`config.mk`:
```
export PLATFORM = sky130hd
export DESIGN_NAME = program_loader
export DESIGN_NICKNAME = d
export VERILOG_FILES = /design/src/rtl/nibble_pkg.sv /design/src/rtl/program_loader.sv
export SDC_FILE = /design/constraint.sdc
export NUM_CORES = 1
export LEC_CHECK = 0
export CAP_MARGIN = 20
export CORE_UTILIZATION = 50
export CTS_CLUSTER_SIZE = 14
export DETAILED_ROUTE_END_ITERATION = 16
export GPL_ROUTABILITY_DRIVEN = 0
export PLACE_DENSITY = 0.8
export SYNTH_ARGS = -nofsm -noshare
export SYNTH_HDL_FRONTEND = slang
export SYNTH_SLANG_ARGS = --single-unit
```
`constraint.sdc`:
```
create_clock -name clk -period 2.6 [get_ports clk]
set_input_delay 0.52 -clock clk [delete_from_list [all_inputs] [get_ports clk]]
set_output_delay 0.52 -clock clk [all_outputs]
set_load 0.02 [all_outputs]
```
`src/rtl/nibble_pkg.sv`:
```
// Shared definitions for the instruction-store loader: FSM states,
// frame geometry and instruction field positions.
package nibble_pkg;

    localparam int WORD_BYTES = 3;
    localparam int MAX_WORDS  = 32;

    localparam int OP_HI   = 23;
    localparam int OP_LO   = 21;
    localparam int ADDR_HI = 20;
    localparam int ADDR_LO = 16;
    localparam int X_HI    = 15;
    localparam int X_LO    = 8;
    localparam int Y_HI    = 7;
    localparam int Y_LO    = 0;

    typedef enum logic [3:0] {
        ST_IDLE,
        ST_HDR,
        ST_B2,
        ST_B1,
        ST_B0,
        ST_WRITE,
        ST_CSUM,
        ST_DONE,
        ST_ERR
    } load_state_t;

endpackage

```
`src/rtl/program_loader.sv`:
```
// Byte-stream program loader: receives a framed byte stream, packs it into
// 24-bit instruction words, writes them to consecutive instruction memory
// addresses and keeps the processor in reset until a good frame is loaded.
module program_loader
    import nibble_pkg::*;
#(
    parameter int ADDR_W = 5,
    parameter int WORD_W = 24,
    parameter int DEPTH  = 32
) (
    input  logic              clk,
    input  logic              reset,
    input  logic              load_req,
    input  logic              in_valid,
    input  logic [7:0]        in_data,
    output logic              in_ready,
    output logic              wr_en,
    output logic [ADDR_W-1:0] wr_addr,
    output logic [WORD_W-1:0] wr_data,
    output logic              cpu_hold,
    output logic              done,
    output logic              err
);

    load_state_t       state;
    load_state_t       state_next;
    logic [WORD_W-1:0] word;
    logic [ADDR_W-1:0] addr;
    logic [ADDR_W:0]   count;
    logic [7:0]        sum;
    logic              accept;
    logic              hdr_ok;
    logic              last_word;

    assign accept    = in_valid && in_ready;
    assign hdr_ok    = (in_data != 8'd0) && (32'(in_data) <= 32'(DEPTH));
    assign last_word = ({1'b0, addr} == (count - 1'b1));
    assign wr_addr   = addr;
    assign wr_data   = word;

    // State register, returns to IDLE immediately on reset.
    always_ff @(posedge clk or negedge reset) begin
        if (!reset) begin
            state <= ST_IDLE;
        end else begin
            state <= state_next;
        end
    end

    // Next-state logic; load_req is only honoured from IDLE and ERR.
    always_comb begin
        state_next = state;
        unique case (state)
            ST_IDLE:  if (load_req) state_next = ST_HDR;
            ST_HDR:   if (accept) state_next = hdr_ok ? ST_B2 : ST_ERR;
            ST_B2:    if (accept) state_next = ST_B1;
            ST_B1:    if (accept) state_next = ST_B0;
            ST_B0:    if (accept) state_next = ST_WRITE;
            ST_WRITE: state_next = last_word ? ST_CSUM : ST_B2;
            ST_CSUM:  if (accept) state_next = (in_data == sum) ? ST_DONE : ST_ERR;
            ST_DONE:  state_next = ST_IDLE;
            ST_ERR:   if (load_req) state_next = ST_HDR;
            default:  state_next = ST_IDLE;
        endcase
    end

    // Moore outputs decoded purely from the current state.
    always_comb begin
        in_ready = 1'b0;
        wr_en    = 1'b0;
        done     = 1'b0;
        err      = 1'b0;
        cpu_hold = 1'b1;
        unique case (state)
            ST_IDLE:  cpu_hold = 1'b0;
            ST_HDR:   in_ready = 1'b1;
            ST_B2:    in_ready = 1'b1;
            ST_B1:    in_ready = 1'b1;
            ST_B0:    in_ready = 1'b1;
            ST_WRITE: wr_en    = 1'b1;
            ST_CSUM:  in_ready = 1'b1;
            ST_DONE: begin
                done     = 1'b1;
                cpu_hold = 1'b0;
            end
            ST_ERR:   err = 1'b1;
            default:  cpu_hold = 1'b0;
        endcase
    end

    // Datapath: word assembly, checksum accumulation, word count and address.
    always_ff @(posedge clk or negedge reset) begin
        if (!reset) begin
            word  <= '0;
            addr  <= '0;
            count <= '0;
            sum   <= '0;
        end else begin
            unique case (state)
                ST_IDLE, ST_ERR: begin
                    if (load_req) begin
                        addr <= '0;
                        sum  <= '0;
                    end
                end
                ST_HDR: begin
                    if (accept) count <= in_data[ADDR_W:0];
                end
                ST_B2: begin
                    if (accept) begin
                        word[23:16] <= in_data;
                        sum         <= sum + in_data;
                    end
                end
                ST_B1: begin
                    if (accept) begin
                        word[X_HI:X_LO] <= in_data;
                        sum             <= sum + in_data;
                    end
                end
                ST_B0: begin
                    if (accept) begin
                        word[Y_HI:Y_LO] <= in_data;
                        sum             <= sum + in_data;
                    end
                end
                ST_WRITE: begin
                    if (!last_word) addr <= addr + 1'b1;
                end
                default: begin
                end
            endcase
        end
    end

endmodule
```
==> results.ini <==
[worst_setup_path]
crit_required_ps=2080
r2r-end=wr_addr[4]
arrival_ps=1940
rrSetupSlack_ps=470
end_kind=output port
criticalPathCategory=register to output port
cp-start-kind=register
r2r_cells=7
reg2reg_from=count[0]
crit_path_max_fanout=14

[sta]
fmax_mhz=406
tightestPinTransition_ps=872
slew-limit-headroom_pct=41.9
fin_ws_ps=136
layout_worst_path_cycle_share_pct=94.8
fin_setup_tns_ps=0
rsz0062_at_grt=false
hold_viol_final=0
slew_violations=0
fin_skew_ps=7.16
layout_min_cycle_time_ps=2460
finalSetupViolations=0

[route]
vias=2127
drtIter0Drc=73
routed.top_layer=met4
drt_wl_total_um=5810
drc=0
ant_nets=0
viasPerCell=5.72
met1_length_um=2660
wl_met3_um=244
wl_per_cell_um=15.6
drt_pass1_iterations=4
routed-wl-met2_um=2870

[logic_synthesis]
synth_compound_area_share_pct=16.8
ys_ff_latch=47
yosysWarnings=0
synth.cell_area_sq_um=2590
synth_seq_area_share_pct=45.4
synth_mux_area_share_pct=11.7
synthCells=239
synthAdderAreaFrac_pct=5.12
synth_cell_types=54
synth_xor_area_share_pct=3.04
async_reset_ff_share_pct=100
synth-main-ff-cell=dfrtp_1
synth_edf_count=0
avgSynthCellArea_sq_um=10.8
synth_top_family_by_area=compound AO/OA/AOI/OAI gates
synth_nets=261
yosys.area_share.simple_pct=15.3

[die]
rows=25
fp.dieH_um=74.0
die_area_sq_um=5480
die_w_um=74.0
initial_core_util_pct=53.5
io_pins=46
coreArea_sq_um=4850

[clocking]
insertion_delay_ps=310
cts_setup_buffers=0
cts_resized=0
cts_buffer_depth=2
clkSinkCount=47
cts_made_buffers=5
htreeDepth=2
clk_pin_slew_ps=90
tritoncts=done
root_buffer=clkbuf_8
holdBufCountCts=0

[placed_design]
dp.final_hpwl_um=4340
dp_slack_ps=-9.02
placed_area_sq_um=3250
port-buffer-count=45

[finish]
area_growth_pct=29.0
num_antenna_cells=0
layout-drive-gt1-share_pct=22.6
stdcell_area_sq_um=3340
nets=326

[power]
leakagePower_nw=1.47
cellPowerDensity_nw_per_um2=1120
ir_worst_vdd_mv=0.661

[global_route]
grt_max_degree=30
grt_usage_pct=23.5
grt_pass1_vias=1982
grt_pass1_wl_um=9620
antenna_found_initial=0
grt-ovfl-total=0

[status]
outcome=finished, final reports clean

[min_path]
hold_class=primary input to async pin

[flow_run]
drv_cap=0

cell usage in the layout (no fill, tap or decap), drive strengths merged, types with 2 or more instances in the layout:
cell and instances:
a211oi 4, or2 3, o21ai 15, a221o 3, o21a 3, nor2b 3
inv 11, nand3 3, xor2 5, nor3b 2, o41ai 2, nand3b 2
o221ai 4, o31ai 4, nand2b 2, nand2 17, and3 2, nand4 2
a22o 5, a21o 3, or3 5, clkdlybuf4s50 44, or4 3, clkbuf 6
xnor2 4, dfrtp 47, nor2 9, a32o 2, buf 22, mux2 27
and2 2, nor3 7, a21oi 7, nand4b 2, ha 9
metrics by stage:
stage	instances	hold WS, ps	utilization, %	power [mW]
floorplan	239	224	-	2.52
global placement	364	463	67.0	3.24
detailed placement	364	470	67.0	3.29
CTS	372	241	68.8	3.75
global route	372	275	69.0	4.02
finish	372	229	69.0	3.75
registers in the layout (all words and copies together) (netlist names):
register / flops
wr_data: 24
sum: 8
count: 6
wr_addr: 5
state: 4
critical path, cell delays in order (launching register included):
cell and delay (ps):
dfrtp_1 610, inv_1 170, a21oi_1 260, a21oi_1 70, clkdlybuf4s50_1 540
layer usage:
layer,up-vias,global-route usage [%]
met4,0,4.27
met5,-,0
met2,51,39.0
li1,1024,-
met3,4,5.42
met1,1048,31.9
logic make-up (layout without fill, tap and decap cells):
logic type	Yosys count	after routing
AO/OA/AOI/OAI	59	59
AND/OR/NAND/NOR	69	69
flip-flops	47	47
XOR/XNOR	9	9
buffers and inverters	18	84
multiplexers	27	27
adder cells (fa/ha/maj)	10	10
where the power goes:
group          switching, mW  internal (mW)  leakage (nW)
logic                  0.990           1.01         0.817
clock network          0.258          0.193        0.0418
registers              0.279           1.02         0.614
Yosys cell counts (all sizes together), types with 3 or more instances:
master | number | area (sq um)
o31ai | 4 | 30.0
a211oi | 4 | 35.0
dfrtp | 47 | 1180
clkbuf | 7 | 26.3
mux2 | 27 | 304
o21a | 3 | 22.5
a21o | 3 | 22.5
o21ai | 15 | 75.1
nand2 | 17 | 63.8
a21oi | 7 | 35.0
xnor2 | 4 | 35.0
xor2 | 5 | 43.8
nand3 | 3 | 15.0
or2 | 3 | 18.8
a22o | 5 | 45.0
nor3 | 7 | 35.0
nor2 | 9 | 33.8
ha | 9 | 113
o221ai | 4 | 41.3
nor2b | 3 | 18.8
or3 | 5 | 31.3
or4 | 3 | 26.3
inv | 10 | 37.5
a221o | 3 | 30.0
layout make-up:
| cell class | count | area, sq um |
|---|---|---|
| timing repair buffer | 66 | 603 |
| clock buffer | 6 | 72.6 |
| clock inverter | 2 | 16.3 |
| tap | 67 | 83.8 |
| inverter | 10 | 37.5 |
| fill | 386 | 1500 |
| multi-input combinational | 174 | 1350 |
| sequential | 47 | 1180 |
worst max-delay path by stage:
stage          startpoint        to  slack (ps)  cells after the start
6_report         state[0]  cpu_hold         140                      4
2_1_floorplan  in_data[0]    sum[6]         640                      8
3_3_place_gp   in_data[0]    sum[6]          30                      9
4_1_cts          state[1]       err          70                      3
5_1_grt          state[0]  cpu_hold          10                      4
3_5_place_dp   in_data[1]    sum[7]          -9                      7
No activity file was read; power rests on OpenSTA's default activity.
